`config.mk`:
```
export PLATFORM = sky130hd
export DESIGN_NAME = openram_wb_port
export DESIGN_NICKNAME = d
export VERILOG_FILES = /design/src/rtl/openram_tc_pkg.sv /design/src/rtl/openram_wb_decode.sv /design/src/rtl/openram_wb_port.sv
export SDC_FILE = /design/constraint.sdc
export NUM_CORES = 1
export LEC_CHECK = 0
export ABC_AREA = 0
export ABC_CLOCK_PERIOD_IN_PS = 3080
export CAP_MARGIN = 25
export CORE_ASPECT_RATIO = 0.75
export CORE_MARGIN = 2
export CORE_UTILIZATION = 36
export DETAILED_ROUTE_END_ITERATION = 6
export GPL_TIMING_DRIVEN = 0
export PLACE_DENSITY = 0.88
export SYNTH_ARGS = -nofsm -noshare
export SYNTH_HDL_FRONTEND = slang
export SYNTH_HIERARCHICAL = 1
export SYNTH_SLANG_ARGS = --single-unit
```
`constraint.sdc`:
```
create_clock -name wb_clk_i -period 3.08 [get_ports wb_clk_i]
set_clock_uncertainty 0.05 [all_clocks]
set_input_delay 0.616 -clock wb_clk_i [delete_from_list [all_inputs] [get_ports wb_clk_i]]
set_output_delay 0.616 -clock wb_clk_i [all_outputs]
set_load 0.1 [all_outputs]
```
`src/rtl/openram_tc_pkg.sv`:
```
// Shared types and constants for the OpenRAM test-chip Wishbone port.
// Optional build macro: OPENRAM_WB_BYTE_MASK_EN (byte-masked writes).
package openram_tc_pkg;

  localparam int          WB_DATA_W       = 32;
  localparam int          WB_SEL_W        = 4;
  localparam logic [31:0] DEFAULT_BASE    = 32'h3000_0000;
  // Macro index 0 on the bus is physical SRAM 8 on the die.
  localparam int          SRAM_IDX_OFFSET = 8;
  localparam int          CNT_W           = 3;

  typedef enum logic [1:0] {IDLE, ISSUE, WAIT, ACK} wb_state_e;

endpackage

```
`src/rtl/openram_wb_decode.sv`:
```
// Address decode for the OpenRAM port: base hit, macro index, word address.
// Optional build macro: OPENRAM_WB_BYTE_MASK_EN (not used here).
module openram_wb_decode
  import openram_tc_pkg::*;
#(
  parameter logic [31:0] BASE_ADDR = DEFAULT_BASE,
  parameter int          NUM_SRAM  = 5,
  parameter int          ADDR_W    = 8,
  parameter int          SEL_W     = 3
) (
  input  logic [31:0]       adr_i,
  output logic              hit_o,
  output logic [SEL_W-1:0]  idx_o,
  output logic [ADDR_W-1:0] word_o,
  output logic              idx_valid_o
);

  assign hit_o       = (adr_i[31:24] == BASE_ADDR[31:24]);
  assign idx_o       = adr_i[ADDR_W+2 +: SEL_W];
  assign word_o      = adr_i[ADDR_W+1:2];
  assign idx_valid_o = (int'(idx_o) < NUM_SRAM);

  // Byte offset and the gap between the index field and the base byte are don't-care.
  logic unused_adr;
  assign unused_adr = ^{adr_i[23:ADDR_W+2+SEL_W], adr_i[1:0]};

endmodule

```
`src/rtl/openram_wb_port.sv`:
```
// Wishbone slave that turns one bus access into a single-cycle OpenRAM command.
// Optional build macro: OPENRAM_WB_BYTE_MASK_EN (byte-masked writes; default full-word only).
module openram_wb_port
  import openram_tc_pkg::*;
#(
  parameter logic [31:0] BASE_ADDR = DEFAULT_BASE,
  parameter int          NUM_SRAM  = 5,
  parameter int          ADDR_W    = 8,
  parameter int          SEL_W     = 3,
  parameter int          READ_LAT  = 1
) (
  input  logic                            wb_clk_i,
  input  logic                            wb_rst_i,
  input  logic                            wbs_cyc_i,
  input  logic                            wbs_stb_i,
  input  logic                            wbs_we_i,
  input  logic [WB_SEL_W-1:0]             wbs_sel_i,
  input  logic [31:0]                     wbs_adr_i,
  input  logic [WB_DATA_W-1:0]            wbs_dat_i,
  output logic                            wbs_ack_o,
  output logic [WB_DATA_W-1:0]            wbs_dat_o,
  output logic [NUM_SRAM-1:0]             sram_csb_o,
  output logic                            sram_web_o,
  output logic [WB_SEL_W-1:0]             sram_wmask_o,
  output logic [ADDR_W-1:0]               sram_addr_o,
  output logic [WB_DATA_W-1:0]            sram_din_o,
  input  logic [NUM_SRAM*WB_DATA_W-1:0]   sram_dout_i
);

  wb_state_e state_q, state_d;

  logic                 we_q, we_d;
  logic [SEL_W-1:0]     idx_q, idx_d;
  logic [CNT_W-1:0]     cnt_q, cnt_d;
  logic                 ack_q, ack_d;
  logic [WB_DATA_W-1:0] dat_q, dat_d;
  logic [NUM_SRAM-1:0]  csb_q, csb_d;
  logic                 web_q, web_d;
  logic [WB_SEL_W-1:0]  wmask_q, wmask_d;
  logic [ADDR_W-1:0]    addr_q, addr_d;
  logic [WB_DATA_W-1:0] din_q, din_d;

  logic                 hit, idx_valid, accept, wr_drop;
  logic [SEL_W-1:0]     dec_idx;
  logic [ADDR_W-1:0]    dec_word;
  logic [WB_SEL_W-1:0]  wr_mask;
  logic [WB_DATA_W-1:0] rd_word;

  openram_wb_decode #(
    .BASE_ADDR (BASE_ADDR),
    .NUM_SRAM  (NUM_SRAM),
    .ADDR_W    (ADDR_W),
    .SEL_W     (SEL_W)
  ) u_decode (
    .adr_i       (wbs_adr_i),
    .hit_o       (hit),
    .idx_o       (dec_idx),
    .word_o      (dec_word),
    .idx_valid_o (idx_valid)
  );

  // Holding off while ack is high forces one idle cycle between back-to-back strobes.
  assign accept = (state_q == IDLE) && wbs_cyc_i && wbs_stb_i && hit && !ack_q;

`ifdef OPENRAM_WB_BYTE_MASK_EN
  assign wr_mask = wbs_sel_i;
  assign wr_drop = (wbs_sel_i == '0);
`else
  assign wr_mask = '1;
  assign wr_drop = (wbs_sel_i != '1);
`endif

  // Out-of-range index matches no macro and reads back as zero.
  always_comb begin
    rd_word = '0;
    for (int i = 0; i < NUM_SRAM; i++)
      if (idx_q == SEL_W'(i)) rd_word = sram_dout_i[i*WB_DATA_W +: WB_DATA_W];
  end

  always_ff @(posedge wb_clk_i) begin
    if (wb_rst_i) state_q <= IDLE;
    else          state_q <= state_d;
  end

  always_comb begin
    state_d = state_q;
    case (state_q)
      IDLE:  if (accept) state_d = ISSUE;
      ISSUE: if (!wbs_cyc_i) state_d = IDLE;
             else            state_d = we_q ? ACK : WAIT;
      WAIT:  if (!wbs_cyc_i)       state_d = IDLE;
             else if (cnt_q == '0) state_d = ACK;
      ACK:   state_d = IDLE;
      default: state_d = IDLE;
    endcase
  end

  // Command outputs are registered: the accept edge loads them so they are live during ISSUE.
  always_comb begin
    we_d    = we_q;
    idx_d   = idx_q;
    cnt_d   = cnt_q;
    ack_d   = 1'b0;
    dat_d   = dat_q;
    csb_d   = '1;
    web_d   = 1'b1;
    wmask_d = '0;
    addr_d  = addr_q;
    din_d   = din_q;
    case (state_q)
      IDLE: if (accept) begin
        we_d    = wbs_we_i;
        idx_d   = dec_idx;
        addr_d  = dec_word;
        din_d   = wbs_dat_i;
        web_d   = ~wbs_we_i;
        wmask_d = wbs_we_i ? wr_mask : '0;
        if (idx_valid && !(wbs_we_i && wr_drop))
          for (int i = 0; i < NUM_SRAM; i++)
            if (dec_idx == SEL_W'(i)) csb_d[i] = 1'b0;
      end
      ISSUE: cnt_d = CNT_W'(READ_LAT - 1);
      WAIT: if (wbs_cyc_i) begin
        if (cnt_q == '0) dat_d = rd_word;
        else             cnt_d = cnt_q - 1'b1;
      end
      ACK: ack_d = 1'b1;
      default: ;
    endcase
  end

  always_ff @(posedge wb_clk_i) begin
    if (wb_rst_i) begin
      we_q    <= 1'b0;
      idx_q   <= '0;
      cnt_q   <= '0;
      ack_q   <= 1'b0;
      dat_q   <= '0;
      csb_q   <= '1;
      web_q   <= 1'b1;
      wmask_q <= '0;
      addr_q  <= '0;
      din_q   <= '0;
    end else begin
      we_q    <= we_d;
      idx_q   <= idx_d;
      cnt_q   <= cnt_d;
      ack_q   <= ack_d;
      dat_q   <= dat_d;
      csb_q   <= csb_d;
      web_q   <= web_d;
      wmask_q <= wmask_d;
      addr_q  <= addr_d;
      din_q   <= din_d;
    end
  end

  assign wbs_ack_o    = ack_q;
  assign wbs_dat_o    = dat_q;
  assign sram_csb_o   = csb_q;
  assign sram_web_o   = web_q;
  assign sram_wmask_o = wmask_q;
  assign sram_addr_o  = addr_q;
  assign sram_din_o   = din_q;

endmodule
```
== Yosys cells after proc, flatten, opt, wreduce, memory -nomap -nowiden ==
Index checks and enable logic that the tools add are counted.

* Word-level logic and storage cells: 74
* Register bits after elaboration: 92

* Reductions and logical operators: 19
* Muxes and demuxes: 21
* $add $sub $neg: 1
* Magnitude comparators: 1
* Equality and inequality tests: 17
* Bitwise operators: 4

{| class="wikitable"
|+ Operator list
! operator !! count
|-
| 32-bit two-way mux || 5
|-
| 3-bit by 2-bit equality test with 1-bit output (second input constant) || 4
|-
| 3-bit zero test || 3
|-
| 8-bit by 6-bit equality test with 1-bit output (second input constant) || 1
|-
| 2-bit two-way mux || 4
|-
| 2-bit case mux with 4 select lines || 1
|-
| 1-bit two-way mux || 7
|-
| 3-bit by 1-bit equality test with 1-bit output (second input constant) || 2
|-
| 3-bit equality test (second input constant) || 2
|-
| 1-bit logical AND || 6
|-
| 3-bit two-way mux || 2
|-
| 2-bit != test (second input constant) || 3
|-
| 3-bit case mux with 2 select lines || 1
|-
| 3-bit AND reduction || 2
|-
| 2-bit equality test (second input constant) || 2
|-
| 4-bit two-way mux || 1
|-
| 4-bit != test (second input constant) || 1
|-
| 1-bit inverter || 4
|-
| 2-bit AND reduction || 2
|-
| 4-bit OR reduction || 1
|-
| 3-bit < comparator (second input constant) || 1
|-
| 3-bit != test (second input constant) || 1
|-
| 3-bit OR reduction || 1
|-
| 3-bit by 1-bit subtractor with 3-bit output (second input constant) || 1
|-
| other kinds (4) || 5
|}

== Logic depth before layout (Yosys ltp) ==
Gate-level depths: netlist (run 1).

* Word-level depth: 7
* Gate-level depth with buffers: 8
* Depth with buffers taken out: 6

== Cells and area by module ==
Netlist (run 1), hierarchy kept.

{| class="wikitable"
|+ Modules (own cells, without submodules)
! module !! area each (um^2) !! cells each !! times used
|-
| openram_wb_port || 4544.4 || 520 || 1
|-
| openram_wb_decode || 111.4 || 15 || 1
|}

== Worst setup path after synthesis (run 1) ==
Ideal clock, no wire load.

* Kind: input to register
* Start: input port wbs_adr_i[31]
* End: register idx_q[0]
* Setup slack: 0.515 ns
* Arrival time: 2.445 ns
* Setup time: 0.070 ns
* Cell stages on the path: 7
* Required time: 2.960 ns
* Path through: or4_1 nor4_2 nor4bb_1 clkbuf_1 clkbuf_1 nand3_1 a21oi_1

* Word-level cells in the longest chain between the ends: 4

{| class="wikitable"
|+ RTL lines
! what !! RTL line !! text
|-
| start: declaration || openram_wb_port.sv:18 || <nowiki>input logic [31:0] wbs_adr_i,</nowiki>
|-
| 8-bit by 6-bit equality test with 1-bit output || openram_wb_decode.sv:18 || <nowiki>assign hit_o = (adr_i[31:24] == BASE_ADDR[31:24]);</nowiki>
|-
| net hit || openram_wb_port.sv:43 || <nowiki>logic hit, idx_valid, accept, wr_drop;</nowiki>
|-
| 1-bit logical AND (2 in a row) || openram_wb_port.sv:63 || <nowiki>assign accept = (state_q == IDLE) && wbs_cyc_i && wbs_stb_i && hit && !ack_q;</nowiki>
|-
| 2-bit AND reduction (no line) || -- ||
|-
| end signal: assignment || openram_wb_port.sv:146 || <nowiki>idx_q <= idx_d;</nowiki>
|-
| end: declaration || openram_wb_port.sv:33 || <nowiki>logic [SEL_W-1:0] idx_q, idx_d;</nowiki>
|}

The timed path passes the listed nets, and every way through them passes these cells.
A chain may end at the register's enable or synchronous reset.

== Worst setup path after layout (run 1) ==
* Start: input port wbs_adr_i[31]
* End: register din_q[14] (netlist: sram_din_o[14])

* Word-level cells in the longest chain between the ends: 4

{| class="wikitable"
|+ RTL lines
! what !! RTL line !! text
|-
| 8-bit by 6-bit equality test with 1-bit output || openram_wb_decode.sv:18 ||
|-
| net hit || openram_wb_port.sv:43 ||
|-
| 1-bit logical AND (2 in a row) || openram_wb_port.sv:63 ||
|-
| 2-bit AND reduction (no line) || -- ||
|-
| end signal: assignment || openram_wb_port.sv:154 || <nowiki>din_q <= din_d;</nowiki>
|-
| end: declaration || openram_wb_port.sv:41 || <nowiki>logic [WB_DATA_W-1:0] din_q, din_d;</nowiki>
|}

The timed path passes the listed nets, and every way through them passes these cells.

==> results.py, run 1 <==
metrics = {
    "status": {
        "status": "finished clean",
    },
    "logic_synthesis": {
        "mappedNetlistArea_um2": 4660,
        "yosys_most_used_dff": "dfxtp_1",
        "synth_area_per_cell_um2": 8.70,
        "synth-seq-cells": 89,
        "synth_largest_area_cell": "dfxtp_1",
        "synth_area_leaders": "dfxtp_1 38%, mux2i_1 14%, a21oi_1 8.5%",
        "ys_seq_area_share_pct": 38.3,
        "synth_cells": 535,
        "synth_fp_nets": 770,
        "synth_cell_types": 34,
        "yosys.area.top_type_share_pct": 38.3,
        "synth-async-reset-ratio_pct": 0,
        "synth-edff-count": 0,
        "yosysWarnings": 6,
    },
    "sta": {
        "final_max_slew_viol_count": 0,
        "fmax_mhz": 342,
        "fin_ws_ns": 0.154,
        "rsz0062_at_grt": "no",
        "finalSetupTns_ns": 0,
        "slew_headroom_pct": 30.6,
        "hold_violations": 0,
        "setup_viol": 0,
        "tightest_slew_ns": 1.04,
        "fin_crit_sh_pct": 95.0,
        "period_minus_slack_ns": 2.93,
    },
    "clock_tree": {
        "ctsResizeCount": 2,
        "clockBufferDepth": 2,
        "holdBufCountCts": 0,
        "cts_setup_buffers": 0,
        "cts_tree": "built",
        "clk_root_buffer_cell": "clkbuf_16",
        "cts_made_buffers": 9,
        "cts_sinks": 89,
        "clk_latency_ns": 0.33,
        "h-tree-depth": 3,
        "path_clk_slew_ns": 0.07,
    },
    "placed_design": {
        "io_buffers": 293,
        "gp_congestion": 0.836,
        "post-place-ws_ns": -0.388,
        "dp_hpwl_um": 13700,
    },
    "pwr": {
        "power_density_nw_per_um2": 337,
        "p_leak_uw": 0.00265,
        "peakVddDrop_v": 0.000325,
    },
    "worst_hold_path": {
        "worstHoldPathCells": 2,
        "hp-class": "reg2reg",
    },
    "final_layout": {
        "nets": 1074,
        "seq_area_um2": 1780,
        "multi_input_area_um2": 2390,
        "antenna-diode-count": 0,
        "drive_gt1_share_pct": 5.92,
        "layout_commonest_cell": "clkdlybuf4s50_1",
        "final_cell_mix": "293 x clkdlybuf4s50_1, 89 x dfxtp_1, 79 x a21oi_1",
        "fill_cells": 1083,
        "synthToLayoutAreaGrowth_pct": 74.8,
    },
    "die": {
        "dieArea_um2": 13900,
        "coreArea_um2": 12400,
        "rows": 35,
        "initial_core_util_pct": 37.4,
        "die_w_um": 135,
        "io_pins": 316,
        "fp.dieH_um": 102,
    },
    "global_routing": {
        "grt_pass1_vias": 5105,
        "grt_pass1_wl_um": 25700,
        "track_usage_pct": 23.6,
        "grt_max_degree": 17,
        "grt-ovfl-total": 0,
        "antenna_found_initial": 0,
    },
    "routing": {
        "drcViolationCount": 0,
        "drtIter0Drc": 185,
        "dr.pass1.iters": 5,
        "detail-route-antenna-nets": 0,
        "wirelength_um": 17100,
        "wl_per_cell_um": 16.9,
        "vias_per_cell": 5.14,
        "num_vias": 5192,
    },
    "critical_path": {
        "crit_arrival_ns": 3.14,
        "cp_max_fo": 10,
        "worstSetupPathType": "in2reg",
        "worstPathRequired_ns": 3.29,
        "r2r_cells": 8,
        "endpoint_kind": "flip-flop",
        "critPathLaunchType": "input pin",
    },
    "run": {
        "max_cap_viol_count": 0,
    },
}
-- metrics by stage --
step           hold WS (ns)  utilization, %  total power, uW  area [um^2]  instances
3_3_place_gp          0.401            62.7             1560         7800        994
2_1_floorplan         0.394               -             1270         4660        535
6_report              0.422            65.5             2750         8140       1010
5_1_grt               0.445            65.5             2840         8140       1010
3_5_place_dp          0.417            62.7             1570         7800        994
4_1_cts               0.425            65.3             2760         8130       1010
-- state kept, by name, summed over array words and instances, names as in the netlist --
register      flops
wbs_dat_o        32
wbs_ack_o         1
sram_wmask_o      1
sram_addr_o       8
we_q              1
cnt_q             3
idx_q             3
sram_csb_o        5
sram_web_o        1
state_q           2
sram_din_o       32
-- power by group --
part	internal, uW	switching [uW]
registers	1150	0.322
clock network	720	482
logic	274	119
total	2140	602
-- cell families (layout without fill, tap and decap cells) --
group	after synthesis	count (layout)	share of synthesized area, %
compound gates	192	192	26.2
buf+inv	106	415	10.6
flops	89	89	38.3
simple gates	81	81	10.4
mux	64	64	13.8
fa+ha+maj	2	2	0.537
xor+xnor	1	1	0.188
-- metal layers --
layer	track usage, %	routed length [um]
met5	0	0
met4	4.97	173
met3	6.60	1210
met2	41.4	8450
met1	29.1	7280
-- cell type report --
cell class	count	share of cell area, %
multi-input cells	340	29.4
clock buffers	9	2.77
repair buffers	293	36.0
plain buffers	69	4.44
well taps	166	2.55
inverters	37	1.71
flip-flops and latches	89	21.9
clock inverters	7	1.25
-- worst max-delay path: stages --
cell and delay, ns:
clkdlybuf4s50_1 0.41, or4_1 0.53, nor4_2 0.33, nor4bb_1 0.32
clkbuf_2 0.29, clkbuf_1 0.36, nand3_1 0.14, a21oi_1 0.14
-- Yosys cell counts, types with 4 or more instances --
cell type  number
dfxtp_1        89
clkbuf_1       38
inv_1          37
o21ai_1        44
o22ai_1        32
nand2b_1        5
buf_1           5
nand3_1        48
mux2i_1        64
buf_4          16
buf_2           6
nand2_1         5
a21oi_1        79
buf_6           4
o221a_1        32
nand4b_1        4
nor2_1          5
-- final timing paths --
check | startpoint | to | slack, ns
setup / recovery | wbs_adr_i[31] | sram_din_o[14] | 0.15
setup reg to reg | cnt_q[0] | wbs_dat_o[4] | 0.85
hold reg to reg | cnt_q[1] | cnt_q[1] | 0.42
hold / removal | cnt_q[1] | cnt_q[1] | 0.42
Note: power is estimated with default switching activity, not from simulation.
==> inputs of run 2 (changes only) <==
--- a/config.mk
+++ b/config.mk
@@ -8,13 +8,11 @@
 export ABC_AREA = 0
 export ABC_CLOCK_PERIOD_IN_PS = 3080
 export CAP_MARGIN = 25
-export CORE_ASPECT_RATIO = 0.75
-export CORE_MARGIN = 2
-export CORE_UTILIZATION = 36
+export CORE_AREA = 2 2 123 125
 export DETAILED_ROUTE_END_ITERATION = 6
+export DIE_AREA = 0 0 125 127
 export GPL_TIMING_DRIVEN = 0
-export PLACE_DENSITY = 0.88
+export PLACE_DENSITY = 0.8
 export SYNTH_ARGS = -nofsm -noshare
 export SYNTH_HDL_FRONTEND = slang
-export SYNTH_HIERARCHICAL = 1
 export SYNTH_SLANG_ARGS = --single-unit
==> run 2 against run 1 <==
Net effect:
- register-to-register slack better by 0.13 ns
- sequential cell count unchanged
- sequential power about the same
==> results.py, run 2 <==
metrics = {
    "logic_synthesis": {
        "yosysMostFrequentCell": "mux2i_1",
        "yosysWarnings": 0,
        "synth_largest_area_cell": "dfxtp_1",
        "synth_cell_types": 33,
        "mappedNetlistArea_um2": 4600,
        "synth-edff-count": 0,
        "yosys.area.top_type_share_pct": 38.7,
        "yosys_most_used_dff": "dfxtp_1",
        "synth-seq-cells": 89,
        "synth_area_leaders": "dfxtp_1 39%, mux2i_1 23%, o21ai_0 10%",
        "synth_fp_nets": 765,
        "synth_area_per_cell_um2": 8.68,
        "ys_seq_area_share_pct": 38.7,
        "synth-async-reset-ratio_pct": 0,
        "synth_cells": 530,
        "synth_commonest_cells": "107 x mux2i_1, 94 x o21ai_0, 89 x dfxtp_1, 80 x nor2_1, 33 x a21oi_1",
    },
    "clock_tree": {
        "ctsResizeCount": 0,
        "clk_root_buffer_cell": "clkbuf_16",
        "cts_setup_buffers": 0,
        "cts_tree": "built",
        "h-tree-depth": 3,
        "path_clk_slew_ns": 0.07,
        "cts_made_buffers": 9,
        "clockBufferDepth": 2,
        "clk_latency_ns": 0.35,
        "cts_sinks": 89,
        "holdBufCountCts": 0,
    },
    "global_routing": {
        "antenna_found_initial": 0,
        "grt_pass1_vias": 4966,
        "grt-ovfl-total": 0,
        "grt_max_degree": 17,
        "grt_pass1_wl_um": 26500,
        "track_usage_pct": 21.2,
    },
    "final_layout": {
        "seq_area_um2": 1780,
        "final_cell_mix": "301 x clkdlybuf4s50_1, 107 x mux2i_1, 94 x o21ai_0",
        "antenna-diode-count": 0,
        "multi_input_area_um2": 2550,
        "nets": 1077,
        "layout_commonest_cell": "clkdlybuf4s50_1",
        "drive_gt1_share_pct": 5.31,
        "synthToLayoutAreaGrowth_pct": 77.5,
        "fill_cells": 1321,
    },
    "pwr": {
        "p_sw_share_pct": 21.7,
        "combinationalPowerShare_pct": 13.4,
        "pwr-share-seq_pct": 42.7,
        "clock_power_share_pct": 43.9,
        "p_leak_uw": 0.00315,
        "power_density_nw_per_um2": 330,
        "peakVddDrop_v": 0.000282,
        "p_int_uw": 2110,
        "p_sw_uw": 585,
    },
    "placed_design": {
        "post-place-ws_ns": 0.475,
        "gp_congestion": 0.812,
        "dp_hpwl_um": 14000,
        "io_buffers": 301,
    },
    "critical_path": {
        "worstPathRequired_ns": 2.41,
        "endpoint_kind": "output port",
        "cp_max_fo": 4,
        "worstSetupPathType": "reg2out",
        "critPathLaunchType": "flip-flop",
        "path_cells": "buf_4 > clkdlybuf4s50_1",
        "crit_arrival_ns": 1.95,
        "r2r_cells": 9,
        "critPathMaxStageDelay_ns": 1.12,
        "crit_slowest_cell": "clkdlybuf4s50_1",
    },
    "die": {
        "fp.dieH_um": 127,
        "io_pins": 316,
        "coreArea_um2": 14400,
        "die_w_um": 125,
        "dieArea_um2": 15900,
        "rows": 44,
        "initial_core_util_pct": 31.9,
    },
    "sta": {
        "tightest_slew_ns": 1.05,
        "period_minus_slack_ns": 2.62,
        "finalSetupTns_ns": 0,
        "fmax_mhz": 382,
        "rsz0062_at_grt": "no",
        "final_max_slew_viol_count": 0,
        "slew_headroom_pct": 29.5,
        "setup_viol": 0,
        "fin_ws_ns": 0.460,
        "fin_crit_sh_pct": 85.1,
        "hold_violations": 0,
    },
    "routing": {
        "vias_per_cell": 4.81,
        "num_vias": 4958,
        "wirelength_um": 17400,
        "wl_per_cell_um": 16.9,
        "dr.pass1.iters": 5,
        "drtIter0Drc": 203,
        "detail-route-antenna-nets": 0,
        "drcViolationCount": 0,
    },
    "status": {
        "status": "finished clean",
    },
    "worst_hold_path": {
        "worstHoldPathCells": 1,
        "hp-class": "reg2reg",
    },
    "run": {
        "max_cap_viol_count": 0,
    },
}
## run 2: changes by cell type after synthesis, sizes merged, moves of 43 or more
cell   before  now
nand3      48    0
o21ai      45   94
a21oi      79   33
nor2        5   80
mux2i      64  107
## run 2: routing by layer
layer / up-vias / global-route usage (%) / part of all wire, %
li1: 2485 / - / -
met1: 2230 / 24.4 / 41
met2: 231 / 36.8 / 48
met3: 12 / 7.83 / 9.4
met4: 0 / 6.47 / 1.4
met5: - / 0 / 0
## run 2: layout make-up
class | instances | area share, %
Timing Repair Buffer | 301 | 36.9
Multi-Input combinational cell | 385 | 31.3
Sequential cell | 89 | 21.8
Clock buffer | 11 | 3.09
Buffer | 49 | 2.93
Tap cell | 184 | 2.82
Clock inverter | 5 | 0.858
Inverter | 7 | 0.322
## run 2: worst max-delay path, delay by kind of cell, from the launching register on
| kind | cells | cell delay (ns) |
|---|---|---|
| flip-flops | 1 | 0.37 |
| buffers and inverters | 2 | 1.24 |
## run 2: logic make-up after synthesis
logic type	Yosys count	synth area share [%]
adders and majority gates	2	0.544
AOI/OAI and AO/OA	132	14.7
and+or+nand+nor	140	16.0
buffers and inverters	56	5.77
xor gates and xnor gates	1	0.190
muxes	110	24.0
DFF	89	38.7
## run 2: power groups by stage
| stage | clock [uW] | sequential [uW] | combinational (uW) |
|---|---|---|---|
| after floorplan | 0 | 1180 | 55.1 |
| after global placement | 0 | 1180 | 361 |
| after detailed placement | 0 | 1180 | 363 |
| after CTS | 1220 | 1150 | 364 |
| after global routing | 1260 | 1150 | 387 |
| final | 1180 | 1150 | 361 |
## run 2: final timing paths
| path | from | endpoint | slack (ns) |
|---|---|---|---|
| min reg2reg | we_q | we_q | 0.44 |
| min | we_q | we_q | 0.44 |
| max reg2reg | cnt_q[0] | wbs_dat_o[10] | 0.98 |
| max | sram_wmask_o[2] | sram_wmask_o[2] | 0.46 |
## run 2: metrics by stage
| stage | cell area [um^2] | std cells | hold slack, ns | power [uW] | utilization [%] |
|---|---|---|---|---|---|
| floorplan | 4600 | 530 | 0.410 | 1240 | - |
| CTS | 8170 | 1031 | 0.441 | 2730 | 56.6 |
| finish | 8170 | 1031 | 0.443 | 2690 | 56.6 |
| global placement | 7840 | 1015 | 0.423 | 1540 | 54.4 |
| global route | 8170 | 1031 | 0.461 | 2790 | 56.6 |
| detailed placement | 7840 | 1015 | 0.425 | 1540 | 54.4 |
